==> src/rtl/doom_mem_arbiter.sv <==
// Round-robin arbiter sharing one 8-bit Avalon-MM master port between NUM_REQ requesters.
// A requester may hold the grant via req_lock for up to LOCK_MAX consecutive transfers.
module doom_mem_arbiter #(
  parameter int unsigned NUM_REQ  = 3,
  parameter int unsigned ADDR_W   = 32,
  parameter int unsigned LOCK_MAX = 16
) (
  input  logic                       clk,
  input  logic                       reset,
  input  logic [NUM_REQ*ADDR_W-1:0]  req_address,
  input  logic [NUM_REQ-1:0]         req_read,
  input  logic [NUM_REQ-1:0]         req_write,
  input  logic [NUM_REQ*8-1:0]       req_writedata,
  input  logic [NUM_REQ-1:0]         req_lock,
  output logic [NUM_REQ*8-1:0]       req_readdata,
  output logic [NUM_REQ-1:0]         req_waitrequest,
  output logic [ADDR_W-1:0]          mem_address,
  output logic                       mem_read,
  output logic                       mem_write,
  output logic [7:0]                 mem_writedata,
  input  logic [7:0]                 mem_readdata,
  input  logic                       mem_waitrequest,
  output logic [$clog2(NUM_REQ)-1:0] grant_idx,
  output logic                       busy,
  output logic                       proto_err
);

  localparam int unsigned IdxW = $clog2(NUM_REQ);
  localparam int unsigned CntW = $clog2(LOCK_MAX + 1);

  typedef enum logic [0:0] {StIdle, StIssue} state_e;

  state_e state_q, state_d;

  logic [IdxW-1:0]      grant_q;
  logic [CntW-1:0]      lock_cnt_q;
  logic [ADDR_W-1:0]    addr_q;
  logic [7:0]           wdata_q;
  logic                 rd_q, wr_q, busy_q, perr_q;
  logic [NUM_REQ*8-1:0] rdata_q;

  logic [NUM_REQ-1:0] pending;
  logic               grant_now, done, lock_hold, rr_found;
  logic [IdxW-1:0]    rr_idx, sel_idx, cand;
  logic [ADDR_W-1:0]  sel_addr;
  logic [7:0]         sel_wdata;
  logic               sel_rd, sel_wr;

  assign pending   = req_read | req_write;
  assign grant_now = (state_q == StIdle) && (|pending);
  assign done      = (state_q == StIssue) && !mem_waitrequest;

  // Lock re-grant only while the holder still requests and has budget left.
  assign lock_hold = req_lock[grant_q] & pending[grant_q] &
                     (lock_cnt_q < CntW'(LOCK_MAX - 1));

  // First pending requester scanning upward from grant_q+1, wrapping to grant_q itself.
  always_comb begin
    rr_found = 1'b0;
    rr_idx   = grant_q;
    cand     = '0;
    for (int unsigned k = 1; k <= NUM_REQ; k++) begin
      cand = IdxW'((32'(grant_q) + k) % NUM_REQ);
      if (!rr_found && pending[cand]) begin
        rr_found = 1'b1;
        rr_idx   = cand;
      end
    end
  end

  assign sel_idx = lock_hold ? grant_q : rr_idx;

  always_comb begin
    sel_addr  = '0;
    sel_wdata = '0;
    sel_rd    = 1'b0;
    sel_wr    = 1'b0;
    for (int unsigned i = 0; i < NUM_REQ; i++) begin
      if (sel_idx == IdxW'(i)) begin
        sel_addr  = req_address[i*ADDR_W +: ADDR_W];
        sel_wdata = req_writedata[i*8 +: 8];
        sel_rd    = req_read[i];
        sel_wr    = req_write[i];
      end
    end
  end

  // FSM state register
  always_ff @(posedge clk or posedge reset) begin
    if (reset) begin
      state_q <= StIdle;
    end else begin
      state_q <= state_d;
    end
  end

  // FSM next-state logic
  always_comb begin
    state_d = state_q;
    unique case (state_q)
      StIdle:  if (|pending) state_d = StIssue;
      StIssue: if (!mem_waitrequest) state_d = StIdle;
      default: state_d = StIdle;
    endcase
  end

  // Registered master command, grant bookkeeping and per-lane read data
  always_ff @(posedge clk or posedge reset) begin
    if (reset) begin
      grant_q    <= IdxW'(NUM_REQ - 1);
      lock_cnt_q <= '0;
      addr_q     <= '0;
      wdata_q    <= '0;
      rd_q       <= 1'b0;
      wr_q       <= 1'b0;
      busy_q     <= 1'b0;
      perr_q     <= 1'b0;
      rdata_q    <= '0;
    end else begin
      perr_q <= perr_q | (|(req_read & req_write));
      if (grant_now) begin
        grant_q    <= sel_idx;
        lock_cnt_q <= lock_hold ? lock_cnt_q + 1'b1 : '0;
        addr_q     <= sel_addr;
        wdata_q    <= sel_wdata;
        // Read+write together resolves to a write.
        rd_q       <= sel_rd & ~sel_wr;
        wr_q       <= sel_wr;
        busy_q     <= 1'b1;
      end else if (done) begin
        rd_q   <= 1'b0;
        wr_q   <= 1'b0;
        busy_q <= 1'b0;
        for (int unsigned i = 0; i < NUM_REQ; i++) begin
          if (grant_q == IdxW'(i)) rdata_q[i*8 +: 8] <= mem_readdata;
        end
      end
    end
  end

  // FSM outputs: completion pulse and pass-through read data to the granted lane
  always_comb begin
    req_waitrequest = '1;
    req_readdata    = rdata_q;
    for (int unsigned i = 0; i < NUM_REQ; i++) begin
      if (done && (grant_q == IdxW'(i))) begin
        req_waitrequest[i]     = 1'b0;
        req_readdata[i*8 +: 8] = mem_readdata;
      end
    end
  end

  assign mem_address   = addr_q;
  assign mem_read      = rd_q;
  assign mem_write     = wr_q;
  assign mem_writedata = wdata_q;
  assign grant_idx     = grant_q;
  assign busy          = busy_q;
  assign proto_err     = perr_q;

endmodule

==> config.mk <==
export PLATFORM = sky130hd
export DESIGN_NAME = doom_mem_arbiter
export DESIGN_NICKNAME = d
export VERILOG_FILES = /design/src/rtl/doom_mem_arbiter.sv
export SDC_FILE = /design/constraint.sdc
export NUM_CORES = 1
export LEC_CHECK = 0
export ABC_AREA = 1
export CORE_MARGIN = 2
export CORE_UTILIZATION = 41
export CTS_CLUSTER_SIZE = 14
export DETAILED_ROUTE_END_ITERATION = 16
export PLACE_DENSITY = 0.87
export SYNTH_ARGS = -nofsm -noshare
export SYNTH_HDL_FRONTEND = slang
export SYNTH_SLANG_ARGS = --single-unit
==> constraint.sdc <==
create_clock -name clk -period 2.8 [get_ports clk]
set_input_delay 0.42 -clock clk [delete_from_list [all_inputs] [get_ports clk]]
set_output_delay 0.42 -clock clk [all_outputs]
set_load 0.05 [all_outputs]
# Yosys cells after proc, flatten, opt, wreduce, memory -nomap -nowiden

Index checks and enable logic that the tools add are counted.

Input port bits: 140
Bits in latches: 0
Output and inout bits: 73
Memories kept: 0
Register bits after elaboration: 76
Memory bits (writable): 0
Memory bits (read-only): 0

Shift operators: 0
Divide/modulo/power cells: 3
Add/subtract/negate cells: 4
Equality and inequality tests: 4
Multipliers: 0
Bitwise gates (word level): 9
Order comparisons: 5
Mux-type cells: 42
Reductions and logical operators: 18

Operator list:

| operator                                             | count |
|---|---|
| modulo 32 x 2 -> 32 bit (second input constant)      | 3 |
| 2-to-1 mux 32 bit                                    | 3 |
| 2-to-1 mux 8 bit                                     | 6 |
| 2-to-1 mux 1 bit                                     | 22 |
| < comparator 2 x 3 -> 1 bit (second input constant)  | 4 |
| binary-select mux 1 bit (select 2 bit)               | 5 |
| AND reduction 3 bit                                  | 3 |
| 2-to-1 mux 2 bit                                     | 4 |
| logical AND 1 bit                                    | 7 |
| adder 2 x 2 -> 3 bit (second input constant)         | 2 |
| OR reduction 3 bit                                   | 2 |
| adder 5 x 1 -> 5 bit (second input constant)         | 1 |
| < comparator 5 x 4 -> 1 bit (second input constant)  | 1 |
| 2-to-1 mux 5 bit                                     | 1 |
| equality test 2 x 1 -> 1 bit (second input constant) | 2 |
| equality test 2 bit (second input constant)          | 2 |
| zero test 2 bit                                      | 2 |
| adder 2 x 1 -> 3 bit (second input constant)         | 1 |
| bitwise AND 1 bit                                    | 3 |
| bitwise AND 3 bit                                    | 1 |
| zero test 1 bit                                      | 3 |
| inverter 1 bit                                       | 3 |
| bitwise OR 3 bit                                     | 1 |
| one-hot mux 1 bit (2 select lines)                   | 1 |
| 2 further kinds                                      | 2 |

# Depth between registers and ports, before layout

Gate-level depths: netlist (run 1).

Depth after elaboration: 19
Gate-level depth with buffers: 19

# Least setup slack after synthesis (run 1)

OpenSTA, ideal clock, no wires.

Path kind: register to output
Start point: register grant_q[0] (netlist: grant_idx[0])
End point: output port req_readdata[10]
Data required time: 2.380 ns
Arrival time: 2.863 ns
Buffers on the path: 1
Setup slack: -0.483 ns
Cell stages (with the launch flop): 5
Path through: dfrtp_1 > ha_1 > nand2_1 > clkbuf_1 > o21ai_0

Word-level cells in the longest chain between the ends: 3

RTL lines:

| what                         | RTL line | text |
|---|---|---|
| start: declaration           | 35       | `logic [IdxW-1:0] grant_q;` |
| start signal: assignment     | 110      | `grant_q <= IdxW'(NUM_REQ - 1);` |
| start signal: assignment     | 122      | `grant_q <= sel_idx;` |
| equality test 2 x 1 -> 1 bit | 146      | `if (done && (grant_q == IdxW'(i))) begin` |
| logical AND 1 bit            | 146      |  |
| 2-to-1 mux 8 bit             | 146      |  |
| end: declaration             | 15       | `output logic [NUM_REQ*8-1:0] req_readdata,` |

No other way between the ends.

# Worst setup path in the final report (run 1)

Start point: register grant_q[1] (netlist: grant_idx[1])
End point: register wdata_q[2] (netlist: mem_writedata[2])

Word-level cells in the longest chain between the ends: 16
Elaborated cells between the ends (all ways): 34
Those cells by class: add/sub (3); div (3); eq/ne (2); mux (19); bitwise (2); reduce/logical (5)

RTL lines:

| what                                   | RTL line | text |
|---|---|---|
| adder 2 x 1 -> 3 bit                   | 63       | `cand = IdxW'((32'(grant_q) + k) % NUM_REQ);` |
| modulo 32 x 2 -> 32 bit                | 63       |  |
| binary-select mux 1 bit (select 2 bit) | 64       | `if (!rr_found && pending[cand]) begin` |
| 2-to-1 mux 1 bit (not written as such) | 64       |  |
| 2-to-1 mux 1 bit                       | 64       |  |
| zero test 1 bit                        | 64       |  |
| logical AND 1 bit                      | 64       |  |
| 2-to-1 mux 1 bit                       | 64       |  |
| zero test 1 bit                        | 64       |  |
| logical AND 1 bit                      | 64       |  |
| 2-to-1 mux 2 bit                       | 64       |  |
| 2-to-1 mux 2 bit (*)                   | 71       | `assign sel_idx = lock_hold ? grant_q : rr_idx;` |
| zero test 2 bit                        | 79       | `if (sel_idx == IdxW'(i)) begin` |
| 2-to-1 mux 8 bit (2 in series)         | 79       |  |
| 2-to-1 mux 8 bit (*)                   | 79       |  |
| end signal: assignment                 | 125      | `wdata_q <= sel_wdata;` |
| end: declaration                       | 38       | `logic [7:0] wdata_q;` |

Every way passes the cells marked *; elsewhere a longest branch is shown, timed or not. The select of a mux whose other input is x is not followed.
A chain may end at the register's enable or synchronous reset.

==> flow_summary.ini, run 1 <==
[cells_and_area]
final_nets = 950
design_area_sq_um = 7100
mostFrequentLayoutCells = nand2_1, clkdlybuf4s50_1, nand3_1
area_growth_pct = 67.8
diodes = 0
drive_above_1_share_pct = 11.6
finalNonFillerCells = 947
num-fill-cells = 822
final_common_cell = nand2_1

[timing]
slew_violations = 0
period_share_pct = 92.8
relSlewSlack_pct = 59.2
grt_setup_unrepaired = no
min_period_ns = 2.60
max_freq_ghz = 0.385
hold_viol = 0
clock_skew_ns = 0.0122
setup_tns_ns = 0
tightestPinTransition_ns = 0.611
final-setup-viol-count = 0

[drt]
ant_nets = 0
drt_iter0_drc = 330
wire_per_inst_um = 15.5
firstDrtPassIters = 7
vias = 4892
drt-vias-per-instance = 5.17
wirelength_mm = 14.7
drc = 0

[clock_tree]
cts_resized = 0
numCtsBuffers = 9
post_cts_buffers = 0
clockBufferDepth = 2
clkSinkCount = 76
htreeDepth = 3
cts_tree = done
hold_buffers = 0
root_buffer = clkbuf_8
path_clk_slew_ns = 0.09
worstSkewPairLatency_ns = 0.36

[synth]
yosysSeqAreaShare_pct = 45.0
yosys.area.top_type_share_pct = 44.4
yosysUniqueCellTypes = 27
synth_area_leaders = dfrtp_1, nand2_1, nand3_1, o21ai_0, inv_1
synth_top_area_cell = dfrtp_1
netlist_area_sq_um = 4230
syn-num-nets = 737
synth-seq-cells = 76
synth_warnings = 0
synthCells = 593
syn_avg_cell_area_sq_um = 7.13

[setup_path]
critPathLaunch = grant_idx[1]
crit_required_ns = 3.07
crit_type = flip-flop to flip-flop
reg2reg_from = grant_idx[1]
r2r_setup_slack_ns = 0.20
cp.arrival_ns = 2.87
worst-path-max-fanout = 53
crit_path_end_kind = flip-flop
start_kind = flip-flop

[pwr]
ir_drop_mv = 0.934
power_leakage_nw = 3.32
power_density_nw_per_um2 = 1520

[hold_path]
hold_class = input port to asynchronous set/reset pin

[grt]
grt_max_degree = 64
grt_pass1_wl_mm = 23.5
antenna_found_initial = 0
grtUsageTotal_pct = 26.5
globalRouteOverflowTotal = 0
grt_pass1_vias = 4787

[floorplan]
die_height_um = 106
die_area_sq_um = 11100
rows = 37
coreArea_sq_um = 10200
io-pin-count = 213
start_util_pct = 41.5
die_w_um = 106

[outcome]
outcome = completed

[placed_design]
hpwl_mm = 11.1
dpl.cell_count = 931
gp_congestion = 0.912
placed_area_sq_um = 6860
io_buffers = 212

[job]
maxCapViolCount = 0
sequential cells by signal, indices dropped and copies added, names as in the netlist, 2 cells and up:
name	flops
mem_address	32
lock_cnt_q	5
mem_writedata	8
rdata_q	24
grant_idx	2
kinds of logic after synthesis:
logic type                 Yosys count  synth area share [%]
DFF                                 76                  45.0
and+or+nand+nor                    372                  37.9
adders and majority gates            4                  1.18
AOI/OAI and AO/OA                   64                  7.78
buffers and inverters               76                  7.96
xor gates and xnor gates             1                 0.207
where the power goes:
group          total, mW  internal (mW)  leakage (nW)  switching (mW)
Sequential          1.84           1.60         0.949           0.236
Combinational       7.94           2.88          2.26            5.06
Clock              0.981          0.552         0.112           0.429
Total               10.8           5.03          3.32            5.73
critical path, cell delays in order, from the launching register on:
cell,delay (ns)
dfstp_2,0.54
inv_1,0.09
ha_1,0.37
inv_2,0.08
nand2_1,0.10
nand3_2,0.11
a31oi_1,0.19
nand3_1,0.11
nand2_2,0.20
buf_12,0.27
nand2_1,0.08
a21oi_1,0.16
nand2_1,0.07
o21ai_1,0.13
through the flow:
step / power (mW) / hold WS (ns) / utilization, % / setup slack, ns
final: 10.8 / 0.432 / 69.7 / 0.203
after global placement: 9.57 / 0.460 / 67.4 / 0.194
after global routing: 11.4 / 0.493 / 69.7 / 0.0100
after floorplan: 6.95 / 0.449 / - / -0.212
after CTS: 10.8 / 0.447 / 69.7 / 0.219
after detailed placement: 9.75 / 0.464 / 67.4 / 0.131
layer usage:
| metal | up-vias | share of wire [%] | GRT usage (%) |
|---|---|---|---|
| met5 | - | 0 | 0 |
| met4 | 0 | 4.1 | 13.8 |
| met3 | 40 | 6.6 | 5.07 |
| met2 | 219 | 49 | 43.8 |
| met1 | 2290 | 40 | 33.0 |
| li1 | 2343 | - | - |
worst paths after layout:
check                              endpoint  depth (start not counted)
setup / recovery           mem_writedata[2]                         13
hold / removal                  rdata_q[16]                          2
setup reg to reg           mem_writedata[2]                         13
hold reg to reg             mem_address[23]                          2
max in group asynchronous      grant_idx[1]                          3
min in group clk            mem_address[23]                          2
cell type report:
type | count | area (sq um) | share of cell area (%)
Multi-Input combinational cell | 441 | 2010 | 28.3
Timing Repair Buffer | 236 | 2620 | 37.0
Sequential cell | 76 | 1900 | 26.8
Inverter | 42 | 159 | 2.24
Clock inverter | 5 | 83.8 | 1.18
Tap cell | 136 | 170 | 2.40
Clock buffer | 11 | 151 | 2.13
cells in the mapped netlist:
cell	count
nand2_1	231
nand3_1	104
dfrtp_1	75
inv_1	34
o21ai_0	30
a21oi_1	16
o21ai_1	15
buf_2	14
nor3_1	14
nor2_1	9
clkbuf_1	8
inv_2	8
buf_1	5
buf_4	5
ha_1	4
nor2_2	4
nand4_1	3
buf_6	2
nand2_2	2
nand3_2	2
nor2_4	2
a21oi_2	1
a31oi_1	1
dfstp_2	1
nand2_4	1
o32ai_1	1
xor2_1	1
(Power assumes the default switching activity.)
==> inputs of run 2 (changes only) <==
ABC_AREA = not set   (was 1)
CORE_MARGIN = 10   (was 2)
CORE_UTILIZATION = 39   (was 41)
PLACE_DENSITY = 0.86   (was 0.87)
==> run 2 against run 1 <==
Against the previous run: power fell by 14%; sequential share of layout area barely moved; non-clock buffer count rose by 14; global-route usage fell by 5.6 points; die area rose by 28%; first-iteration DRC count fell by 43%; synthesized cell count fell by 41%; maximum frequency fell by 6.8%; utilization rose by 3.5 points; clock-buffer cell count fell by 1; area after synthesis fell by 8.5%.
==> flow_summary.ini, run 2 <==
[outcome]
outcome = completed

[cells_and_area]
multi_input_area_sq_um = 2070
seq_area_sq_um = 1910
drive_above_1_share_pct = 26.1
final_common_cell = clkdlybuf4s50_1
area_growth_pct = 84.0
mostFrequentLayoutCells = clkdlybuf4s50_1, dfrtp_1, o21ai_1
final_util_pct = 73.2
diodes = 0
final_nets = 732
design_area_sq_um = 7120
largest_reg_flops = 32
num-fill-cells = 693

[drt]
drt_iter0_drc = 189
drc = 0
wirelength_mm = 15.7
ant_nets = 0
firstDrtPassIters = 4
vias = 3923
drt-vias-per-instance = 5.40
wire_per_inst_um = 21.6

[setup_path]
reg2reg_from = grant_idx[1]
crit_path_end_kind = flip-flop
cp.arrival_ns = 3.01
crit_required_ns = 3.02
start_kind = flip-flop
worst-path-max-fanout = 8
crit_type = flip-flop to flip-flop
critPathLaunch = grant_idx[1]

[grt]
grt_pass1_wl_mm = 24.3
grtUsageTotal_pct = 21.0
globalRouteOverflowTotal = 0
grt_pass1_vias = 4381
antenna_found_initial = 0
grt_max_degree = 77

[placed_design]
hpwl_mm = 12.1
pre_cts_ws_ns = -0.169
gp_congestion = 0.942
placed_area_sq_um = 6620
io_buffers = 212

[synth]
synth_common_cells = dfrtp_1, a22oi_1, mux2i_1, o21ai_1, mux2_2
yosysUniqueCellTypes = 47
synth-seq-cells = 76
syn_avg_cell_area_sq_um = 11.2
synthCells = 347
synth_flop_cell = dfrtp_1
synth_area_leaders = dfrtp_1, mux2i_1, a22oi_1, mux2_2, o21ai_1
synth_top_area_cell = dfrtp_1
syn-num-nets = 491
yosysMostFrequentCell = dfrtp_1
yosysSeqAreaShare_pct = 49.2
yosys.area.top_type_share_pct = 48.5
synth_warnings = 0
async_flop_share_pct = 100
netlist_area_sq_um = 3870
synth-edff-count = 0

[timing]
hold_viol = 0
setup_ws_ns = 0.0137
setup_tns_ns = 0
slew_violations = 0
clock_skew_ns = 0.0107
grt_setup_unrepaired = yes
tightestPinTransition_ns = 0.567
final-setup-viol-count = 0
min_period_ns = 2.79
relSlewSlack_pct = 62.1
period_share_pct = 99.5
max_freq_ghz = 0.359
fin_hold_ws_ns = 0.490

[hold_path]
hold_class = input port to asynchronous set/reset pin

[floorplan]
io-pin-count = 213
die_w_um = 120
coreArea_sq_um = 9730
rows = 36
start_util_pct = 39.8
die_height_um = 120
die_area_sq_um = 14300

[clock_tree]
htreeDepth = 3
numCtsBuffers = 9
clockBufferDepth = 2
path_clk_slew_ns = 0.09
worstSkewPairLatency_ns = 0.35
cts_tree = done
clkSinkCount = 76
root_buffer = clkbuf_8

[pwr]
power_leakage_nw = 2.88
power_density_nw_per_um2 = 1300
ir_drop_mv = 1.08

[job]
maxCapViolCount = 0
## run 2: cell count changes after synthesis, moves of 18 or more
cell,previous run,this run
mux2_2,0,25
o21ai_1,15,41
a22oi_1,0,41
nand2_1,231,18
nand3_1,104,4
inv_1,34,4
o21ai_0,30,12
mux2i_1,0,41
## run 2: worst max-delay path, stage by stage (launching register included)
cell       delay [ns]
dfstp_4          0.64
inv_4            0.05
ha_4             0.27
or2_4            0.24
a21oi_4          0.21
a2111oi_4        0.08
o32ai_2          0.32
buf_4            0.22
mux2i_4          0.26
nor2_1           0.07
a311oi_1         0.22
nor3_1           0.07
## run 2: path summary, 6_finish.rpt
path / to / slack [ns] / cells after the start
max in group asynchronous: grant_idx[1] / 1.98 / 3
min reg2reg: busy / 0.49 / 2
max: mem_read / 0.01 / 11
max reg2reg: mem_read / 0.01 / 11
min in group clk: busy / 0.49 / 2
min: rdata_q[15] / 0.49 / 3
## run 2: stage by stage
step,cells,total power [mW]
2_1_floorplan,347,5.47
3_3_place_gp,704,7.82
3_5_place_dp,704,7.99
4_1_cts,727,9.09
5_1_grt,726,9.70
6_report,726,9.28
## run 2: layout make-up
cell class,instances,area share (%)
repair buffers,250,38.4
multi-input cells,246,29.1
flip-flops and latches,76,26.8
well taps,133,2.34
clock buffers,10,1.79
clock inverters,6,1.25
inverters,5,0.316
## run 2: power breakdown
group / total, mW / internal [mW] / switching [mW]
registers: 1.86 / 1.59 / 0.270
clock network: 0.930 / 0.503 / 0.427
logic: 6.49 / 2.84 / 3.65
total: 9.28 / 4.94 / 4.34
## run 2: repair_timing
action                                  4_1_cts  5_1_grt
hold buffers                                  0        0
hold endpoints to repair                      0        0
pin swaps                                     6       13
gates resized for setup                       8       38
gates cloned                                  1        1
endpoints found under the setup margin       58       42
setup buffers                                 6        0
## run 2: cell families after synthesis
group,count (synthesis),share of synthesized area [%]
compound gates,120,21.0
fa+ha+maj,6,1.84
buf+inv,25,3.39
simple gates,54,6.75
mux,66,17.9
flops,76,49.2
## run 2: per-layer routing
| metal | up-vias | GRT usage, % | part of all wire (%) |
|---|---|---|---|
| met1 | 1925 | 22.7 | 37 |
| met3 | 36 | 6.33 | 7.5 |
| met2 | 169 | 37.9 | 52 |
| met4 | 0 | 7.32 | 2.8 |
| li1 | 1793 | - | - |
| met5 | - | 0 | 0 |
==> inputs of run 3 (changes only) <==
HOLD_SLACK_MARGIN = 0.12   (was not set)
==> results of run 3 <==
The final DEF is identical to that of run 2; final timing and power are the same.
